File: config.mk
export PLATFORM = sky130hd
export DESIGN_NAME = uart_receiver
export DESIGN_NICKNAME = d
export VERILOG_FILES = /design/src/rtl/uart_pkg.sv /design/src/rtl/uart_rx_baud.sv /design/src/rtl/uart_receiver.sv
export SDC_FILE = /design/constraint.sdc
export NUM_CORES = 1
export LEC_CHECK = 0
export CAP_MARGIN = 30
export CORE_MARGIN = 2
export CORE_UTILIZATION = 45
export DETAILED_ROUTE_END_ITERATION = 10
export GPL_TIMING_DRIVEN = 1
export SLEW_MARGIN = 15
export SYNTH_ARGS = -nofsm -noshare
export SYNTH_HDL_FRONTEND = slang
export SYNTH_SLANG_ARGS = --single-unit
File: constraint.sdc
create_clock -name iCLOCK -period 5.3 [get_ports iCLOCK]
set_input_delay 0.795 -clock iCLOCK [delete_from_list [all_inputs] [get_ports iCLOCK]]
set_output_delay 0.795 -clock iCLOCK [all_outputs]
set_load 0.02 [all_outputs]
File: src/rtl/uart_pkg.sv
// Shared UART definitions: state encodings, frame constants and baud divisor helpers.
// Used by both the receive path and the transmit chain.
package uart_pkg;

  typedef enum logic [1:0] {
    IDLE  = 2'd0,
    START = 2'd1,
    DATA  = 2'd2,
    STOP  = 2'd3
  } uart_state_t;

  localparam int FRAME_DBITS = 8;
  localparam int STOP_BITS   = 1;

  function automatic int baud_div(input int sclk, input int baud);
    return sclk / baud;
  endfunction

  function automatic int baud_half(input int sclk, input int baud);
    return (sclk / baud) / 2;
  endfunction

endpackage

File: src/rtl/uart_rx_baud.sv
// Receive baud counter: free-runs while enabled, strobes at the half-bit point
// in half_sel mode (start-bit centring) and at the full bit period otherwise.
module uart_rx_baud #(
  parameter int DIV  = 434,
  parameter int HALF = 217
) (
  input  logic clk,
  input  logic rst,
  input  logic clr,
  input  logic half_sel,
  output logic strobe
);

  localparam int CW = $clog2(DIV);

  logic [CW-1:0] cnt;

  assign strobe = ~clr && (cnt == (half_sel ? CW'(HALF - 1) : CW'(DIV - 1)));

  // Wrapping on the strobe re-centres every subsequent sample on mid-bit.
  always_ff @(posedge clk or posedge rst) begin
    if (rst)                cnt <= '0;
    else if (clr || strobe) cnt <= '0;
    else                    cnt <= cnt + 1'b1;
  end

endmodule

File: src/rtl/uart_receiver.sv
// 8N1 UART receiver: synchronises iRX, finds the start edge, samples mid-bit
// LSB-first and reports each frame as a one-cycle valid or framing-error pulse.
module uart_receiver
  import uart_pkg::*;
#(
  parameter int SCYCLE   = 50000000,
  parameter int BAUDRATE = 115200,
  parameter int DWIDTH   = FRAME_DBITS
) (
  input  logic              iCLOCK,
  input  logic              iRESET,
  input  logic              iRX,
  output logic [DWIDTH-1:0] oRXDATA,
  output logic              oRXVALID,
  output logic              oRXBUSY,
  output logic              oFRAMEERR,
  output logic [1:0]        oSTATE
);

  localparam int DIV  = baud_div(SCYCLE, BAUDRATE);
  localparam int HALF = baud_half(SCYCLE, BAUDRATE);
  localparam int BW   = $clog2(DWIDTH);

  uart_state_t       state;
  logic              rx_s1, rx_s2, rx_prev;
  logic [BW-1:0]     idx;
  logic [DWIDTH-1:0] shreg;
  logic              strobe;
  logic              fall;

  assign fall = rx_prev & ~rx_s2;

  uart_rx_baud #(
    .DIV  (DIV),
    .HALF (HALF)
  ) u_baud (
    .clk      (iCLOCK),
    .rst      (iRESET),
    .clr      (state == IDLE),
    .half_sel (state == START),
    .strobe   (strobe)
  );

  // Synchroniser idles high so reset release never looks like a start edge.
  always_ff @(posedge iCLOCK or posedge iRESET) begin
    if (iRESET) begin
      rx_s1     <= 1'b1;
      rx_s2     <= 1'b1;
      rx_prev   <= 1'b1;
      state     <= IDLE;
      idx       <= '0;
      shreg     <= '0;
      oRXDATA   <= '0;
      oRXVALID  <= 1'b0;
      oFRAMEERR <= 1'b0;
    end else begin
      rx_s1     <= iRX;
      rx_s2     <= rx_s1;
      rx_prev   <= rx_s2;
      oRXVALID  <= 1'b0;
      oFRAMEERR <= 1'b0;
      case (state)
        IDLE: if (fall) state <= START;
        START: if (strobe) begin
          idx   <= '0;
          state <= rx_s2 ? IDLE : DATA;
        end
        DATA: if (strobe) begin
          shreg[idx] <= rx_s2;
          if (idx == BW'(DWIDTH - 1)) state <= STOP;
          else                        idx   <= idx + 1'b1;
        end
        STOP: if (strobe) begin
          // Leaving at mid-stop lets a zero-gap next start edge be caught.
          if (rx_s2) begin
            oRXDATA  <= shreg;
            oRXVALID <= 1'b1;
          end else begin
            oFRAMEERR <= 1'b1;
          end
          state <= IDLE;
        end
        default: state <= IDLE;
      endcase
    end
  end

  assign oRXBUSY = (state != IDLE);
  assign oSTATE  = state;

endmodule

==> flow_metrics.py, run 1 <==
metrics = {
    "worst_setup_path": {
        "crit_fanout": 17,
        "cpLargestDelayFamily": "buffers and inverters",
        "worst-endpoint-required_ns": 4.51,
        "crit_buf_inv": 2,
        "critPathKind": "reg -> out",
        "worst_ep_arrival_time_ns": 2.10,
        "cp_cell_sequence": "nor2_1 > inv_1 > clkdlybuf4s50_1",
        "critical-path-max-stage-delay_ns": 0.62,
        "cp-start-kind": "flop",
        "critical_path.slowest_cell": "nor2_1",
        "worstSetupEndpointType": "primary output",
    },
    "min_path": {
        "hold_class": "reg -> reg",
    },
    "clock_network": {
        "clkSlewWorstSetupHoldPaths_ns": 0.07,
        "cts_sinks": 35,
        "cts_buffers": 5,
        "htreeDepth": 2,
        "cts_root_buf": "clkbuf_8",
        "cts_setup_buffers": 0,
        "cts_resized": 0,
        "insertion_delay_ns": 0.29,
        "cts_buffer_depth": 2,
        "tritoncts": "built",
        "cts.hold.buffers_added": 0,
    },
    "sta": {
        "final.period_utilization": 0.546,
        "finalHoldViolCount": 0,
        "maxSlewViolCount": 0,
        "worst_slack_ns": 2.41,
        "fin_crit_ns": 2.89,
        "setup_viol": 0,
        "fin_skew_ns": 0.00280,
        "slew_headroom": 0.440,
        "rsz0062_at_grt": "no",
        "tightest_slew_ns": 0.835,
        "fin_setup_tns_ns": 0,
        "hold_slack_ns": 0.358,
        "fmax_ghz": 0.346,
    },
    "routing": {
        "dr.pass1.iters": 4,
        "routed_wirelength_um": 3260,
        "postRouteAntennaNets": 0,
        "drc": 0,
        "avgRoutedWirePerCell_um": 15.6,
        "via_count": 1192,
        "drtIter0Drc": 76,
        "viasPerCell": 5.70,
    },
    "placed_design": {
        "globalplace.congestion": 0.809,
        "dp.cells": 201,
        "placed_area_um2": 1910,
        "dp_hpwl_um": 2270,
        "portBuffers": 15,
        "pre_cts_ws_ns": 2.59,
    },
    "cells_and_area": {
        "layout_common_cells": "dfrtp_1, mux2_2, clkdlybuf4s50_1, nand2_1, nor3_1",
        "drive_gt1_frac": 0.193,
        "nets": 166,
        "layout_commonest_cell": "dfrtp_1",
        "final_cells": 209,
        "num_antenna_cells": 0,
        "area.sequential_um2": 880,
        "fill_cells": 348,
        "final_area_um2": 1990,
        "area_delta_synth_final_pct": 14.8,
        "multi_input_area_um2": 788,
    },
    "synthesis": {
        "synth_area_um2": 1730,
        "async_reset_ff_frac": 1.00,
        "synth_fp_nets": 151,
        "syn_avg_cell_area_um2": 12.0,
        "synth-compound-area-share": 0.123,
        "yosys.cell_types.count": 38,
        "synth_fa_ha_area_frac": 0.0217,
        "synth-edff-count": 0,
        "synth_top_family_by_area": "simple AND/OR/NAND/NOR gates",
        "syn_inst": 145,
        "synth_xor_area_frac": 0.0354,
        "ys_ff_latch": 35,
        "synthSimpleGateAreaFrac": 0.165,
        "synthFlopType": "dfrtp_1",
        "synth-seq-area-share": 0.508,
        "yosysWarnings": 0,
        "yosys-mux-area-fraction": 0.110,
    },
    "power": {
        "power.density_nw_per_um2": 299,
        "p_leak_nw": 0.822,
        "peakVddDrop_uv": 178,
    },
    "outcome": {
        "status": "finished clean",
    },
    "global_route": {
        "grt_pass1_vias": 1150,
        "antenna_found_initial": 0,
        "grt_pass1_wl_um": 5650,
        "track_usage": 0.179,
        "grt_overflow": 0,
        "grt_max_degree": 36,
    },
    "die": {
        "fp-row-count": 22,
        "die_h_um": 66.1,
        "fp.coreArea_um2": 3690,
        "die_w_um": 66.1,
        "dieArea_um2": 4360,
        "start_util": 0.470,
        "io_pins": 16,
    },
    "job": {
        "maxCapViolCount": 0,
    },
}
cell type report:
class,instances,area share
inverters,6,0.0113
clock inverters,1,0.00252
clock buffers,7,0.0384
well taps,48,0.0302
multi-input cells,96,0.396
repair buffers,16,0.0792
flip-flops and latches,35,0.442
report_power, final:
group	total (W)	switching (W)	internal (W)
sequential	0.000333	0.0000377	0.000296
clock	0.000185	0.0000924	0.0000921
combinational	0.0000774	0.0000387	0.0000388
worst paths after layout:
check / from / to / slack, ns / depth (start not counted)
max: flop / oRXBUSY / 2.41 / 3
min: rx_s1$_DFF_PP1_ / rx_s2$_DFF_PP1_ / 0.36 / 0
min in group asynchronous: iRESET / oRXDATA[2]$_DFFE_PP0P_ / 0.90 / 3
max in group asynchronous: iRESET / rx_s2$_DFF_PP1_ / 4.07 / 3
max reg2reg: flop / oRXDATA[3]$_DFFE_PP0P_ / 2.58 / 4
min reg2reg: rx_s1$_DFF_PP1_ / rx_s2$_DFF_PP1_ / 0.36 / 0
per-stage QoR:
stage               power [W]  utilization
global placement     0.000412        0.517
CTS                  0.000604        0.539
finish               0.000595        0.539
detailed placement   0.000416        0.517
floorplan            0.000395            -
global route         0.000632        0.539
cells by family (layout without fill, tap and decap cells):
logic type / count (synthesis) / after routing
buffers and inverters: 14 / 30
AO/OA/AOI/OAI: 20 / 20
XOR/XNOR: 7 / 7
adder cells (fa/ha/maj): 3 / 3
AND/OR/NAND/NOR: 49 / 49
multiplexers: 17 / 17
flip-flops: 35 / 35
per-layer routing:
layer  wire length (um)  track usage  vias up
met4                 82        0.107        0
li1                   -            -      565
met3                101       0.0443        8
met1               1490        0.232      590
met5                  0            0        -
met2               1590        0.271       29
worst register-to-register path, stage by stage (launching register included):
cell and delay (ns):
dfrtp_1 0.54, nand2b_4 0.23, or4_1 0.83, a211oi_4 0.60
mux2_2 0.40
sequential cells by signal, indices dropped and copies added (netlist names), named ones only:
| register | count |
|---|---|
| u_baud.cnt | 9 |
| oRXDATA | 8 |
| shreg | 8 |
| idx | 3 |
| oFRAMEERR | 1 |
| oRXVALID | 1 |
| oSTATE | 1 |
| rx_prev | 1 |
| rx_s1 | 1 |
| rx_s2 | 1 |
cells in the mapped netlist (2+ instances only):
| master | instances | area, um2 |
|---|---|---|
| dfrtp_1 | 32 | 801 |
| mux2_2 | 16 | 180 |
| nand2_1 | 8 | 30.0 |
| nor3_1 | 8 | 40.0 |
| a211oi_1 | 6 | 45.0 |
| inv_1 | 6 | 22.5 |
| nand4_1 | 6 | 37.5 |
| xor2_1 | 6 | 52.6 |
| nand3_1 | 5 | 25.0 |
| clkbuf_1 | 4 | 15.0 |
| nor2_1 | 4 | 15.0 |
| a2111oi_0 | 3 | 26.3 |
| dfstp_2 | 3 | 78.8 |
| ha_1 | 3 | 37.5 |
| nor2b_1 | 3 | 18.8 |
| nor3b_1 | 3 | 22.5 |
| o211ai_1 | 3 | 22.5 |
| a2111oi_4 | 2 | 55.1 |
| and4_1 | 2 | 17.5 |
| nand2b_1 | 2 | 12.5 |
| o2111ai_1 | 2 | 17.5 |
| or3_1 | 2 | 12.5 |
(Power assumes the default switching activity.)
==> run 2, diff against run 1 <==
==> constraint.sdc (replaced) <==
create_clock -name iCLOCK -period 2.7 [get_ports iCLOCK]
set_input_delay 0.405 -clock iCLOCK [delete_from_list [all_inputs] [get_ports iCLOCK]]
set_output_delay 0.405 -clock iCLOCK [all_outputs]
set_load 0.02 [all_outputs]
==> run 2 against run 1 <==
  * Routed wire length is 5.2% lower
  * Combinational power is 100% higher
  * Critical endpoint is now shreg[3]$_DFFE_PP0P_
  * Die area stayed put
==> flow_metrics.py, run 2 (synthesized netlist as in run 1, its figures left out) <==
metrics = {
    "die": {
        "die_h_um": 66.1,
        "io_pins": 16,
        "fp-row-count": 22,
        "die_w_um": 66.1,
        "fp.coreArea_um2": 3690,
        "start_util": 0.470,
        "dieArea_um2": 4360,
    },
    "sta": {
        "finalHoldViolCount": 0,
        "fmax_ghz": 0.392,
        "maxSlewViolCount": 0,
        "hold_slack_ns": 0.359,
        "tightest_slew_ns": 0.579,
        "slew_headroom": 0.604,
        "final.period_utilization": 0.946,
        "fin_crit_ns": 2.55,
        "fin_skew_ns": 0.00375,
        "setup_viol": 0,
        "fin_setup_tns_ns": 0,
        "rsz0062_at_grt": "no",
    },
    "placed_design": {
        "globalplace.congestion": 0.849,
        "dp_hpwl_um": 2210,
        "portBuffers": 15,
        "dp.cells": 206,
        "placed_area_um2": 1950,
    },
    "worst_setup_path": {
        "worstRegToRegCells": 4,
        "r2r-start": "u_baud.cnt[0]$_DFF_PP0_",
        "crit_fanout": 14,
        "ff2ff_setup_slack_ns": 0.15,
        "critPathKind": "reg -> reg",
        "cp-start-kind": "flop",
        "worstSetupEndpointType": "flop",
        "worst_ep_arrival_time_ns": 2.73,
        "rr_endpoint": "shreg[3]$_DFFE_PP0P_",
        "worst-endpoint-required_ns": 2.87,
    },
    "global_route": {
        "grt_overflow": 0,
        "track_usage": 0.174,
        "grt_pass1_wl_um": 5700,
        "grt_pass1_vias": 1233,
        "antenna_found_initial": 0,
        "grt_max_degree": 36,
    },
    "cells_and_area": {
        "drive_gt1_frac": 0.229,
        "largest_register": "u_baud.cnt",
        "fill_cells": 332,
        "reg_top3": "u_baud.cnt: 9 flops, oRXDATA: 8 flops, shreg: 8 flops",
        "largest_reg_flops": 9,
        "nets": 171,
        "layout_commonest_cell": "dfrtp_1",
        "final_area_um2": 2040,
        "area.sequential_um2": 880,
        "area_delta_synth_final_pct": 17.7,
        "num_antenna_cells": 0,
        "multi_input_area_um2": 788,
        "layout_common_cells": "dfrtp_1, mux2_2, clkdlybuf4s50_1, nand2_1, nor3_1",
        "final_cells": 214,
    },
    "routing": {
        "drtIter0Drc": 87,
        "via_count": 1183,
        "routed_wirelength_um": 3090,
        "avgRoutedWirePerCell_um": 14.4,
        "postRouteAntennaNets": 0,
        "dr.pass1.iters": 4,
        "viasPerCell": 5.53,
        "drc": 0,
    },
    "outcome": {
        "status": "finished clean",
    },
    "power": {
        "power.density_nw_per_um2": 585,
        "p_total_w": 0.00119,
        "p_leak_nw": 0.848,
        "power.switching_w": 0.000351,
        "pwr-share-comb": 0.132,
        "p_clk_frac": 0.323,
        "power_frac_seq": 0.545,
        "peakVddDrop_uv": 389,
        "p_int_w": 0.000841,
        "p_sw_frac": 0.295,
    },
    "min_path": {
        "whs_endpoint": "rx_s2$_DFF_PP1_",
        "whs_path_depth": 0,
        "hold_class": "reg -> reg",
        "hp-start": "rx_s1$_DFF_PP1_",
    },
    "clock_network": {
        "cts_resized": 0,
        "cts_buffer_depth": 2,
        "cts_root_buf": "clkbuf_8",
        "insertion_delay_ns": 0.29,
        "cts_setup_buffers": 0,
        "cts_sinks": 35,
        "tritoncts": "built",
        "clkSlewWorstSetupHoldPaths_ns": 0.07,
        "cts_buffers": 5,
        "cts.hold.buffers_added": 0,
        "htreeDepth": 2,
    },
    "job": {
        "maxCapViolCount": 0,
    },
}
## run 2: changes by cell type in the layout (fill, tap and decap cells not counted), sizes merged
cell | before | now
buf | 1 | 6
clkinv | 1 | 2
clkinvlp | 0 | 1
clkbuf | 7 | 5
## run 2: routing by layer
metal,wire length [um],track usage,vias up
met1,1420,0.225,576
li1,-,-,577
met4,55,0.0765,0
met2,1520,0.275,23
met3,96,0.0460,7
met5,0,0,-
## run 2: critical path, cell delays in order, from the launching register on
cell and delay [ns]:
dfrtp_1 0.46, nand2b_1 0.18, or4_1 0.72, a2111oi_0 0.68
mux2_2 0.40
## run 2: worst max-delay path by stage
stage               slack (ns)  cells after the start                    to                     from
finish                    0.15                      4  shreg[3]$_DFFE_PP0P_  u_baud.cnt[0]$_DFF_PP0_
global route              0.03                      4  shreg[6]$_DFFE_PP0P_  u_baud.cnt[0]$_DFF_PP0_
CTS                       0.14                      4  shreg[6]$_DFFE_PP0P_  u_baud.cnt[0]$_DFF_PP0_
detailed placement        0.15                      4  shreg[6]$_DFFE_PP0P_  u_baud.cnt[0]$_DFF_PP0_
global placement          0.15                      4  shreg[3]$_DFFE_PP0P_  u_baud.cnt[5]$_DFF_PP0_
floorplan                 0.42                      7  shreg[2]$_DFFE_PP0P_    oSTATE[0]$_DFFE_PP0P_
## run 2: stage by stage
stage          utilization  setup slack, ns
6_report             0.553            0.146
5_1_grt              0.553           0.0303
4_1_cts              0.553            0.136
3_5_place_dp         0.527            0.148
3_3_place_gp         0.527            0.154
2_1_floorplan            -            0.424
## run 2: final cells by class
class,instances,share of cell area
timing repair buffer,21,0.0957
multi-input combinational,96,0.387
inverter,6,0.0110
clock buffer,5,0.0337
sequential,35,0.431
tap,48,0.0294
clock inverter,3,0.0123
## run 2: power groups by stage
stage / registers [W] / clock network (W) / logic, W
final: 0.000650 / 0.000385 / 0.000157
after global routing: 0.000662 / 0.000426 / 0.000180
after CTS: 0.000650 / 0.000401 / 0.000160
after detailed placement: 0.000660 / 0 / 0.000157
after global placement: 0.000658 / 0 / 0.000151
after floorplan: 0.000641 / 0 / 0.000134
==> run 3, diff against run 2 <==
--- a/config.mk
+++ b/config.mk
@@ -5,11 +5,13 @@
 export SDC_FILE = /design/constraint.sdc
 export NUM_CORES = 1
 export LEC_CHECK = 0
+export ABC_CLOCK_PERIOD_IN_PS = 2700
 export CAP_MARGIN = 30
 export CORE_MARGIN = 2
 export CORE_UTILIZATION = 45
 export DETAILED_ROUTE_END_ITERATION = 10
 export GPL_TIMING_DRIVEN = 1
+export SKIP_LAST_GASP = 1
 export SLEW_MARGIN = 15
 export SYNTH_ARGS = -nofsm -noshare
 export SYNTH_HDL_FRONTEND = slang
==> results of run 3 <==
No change in the layout: final DEF, timing and power equal those of run 2.
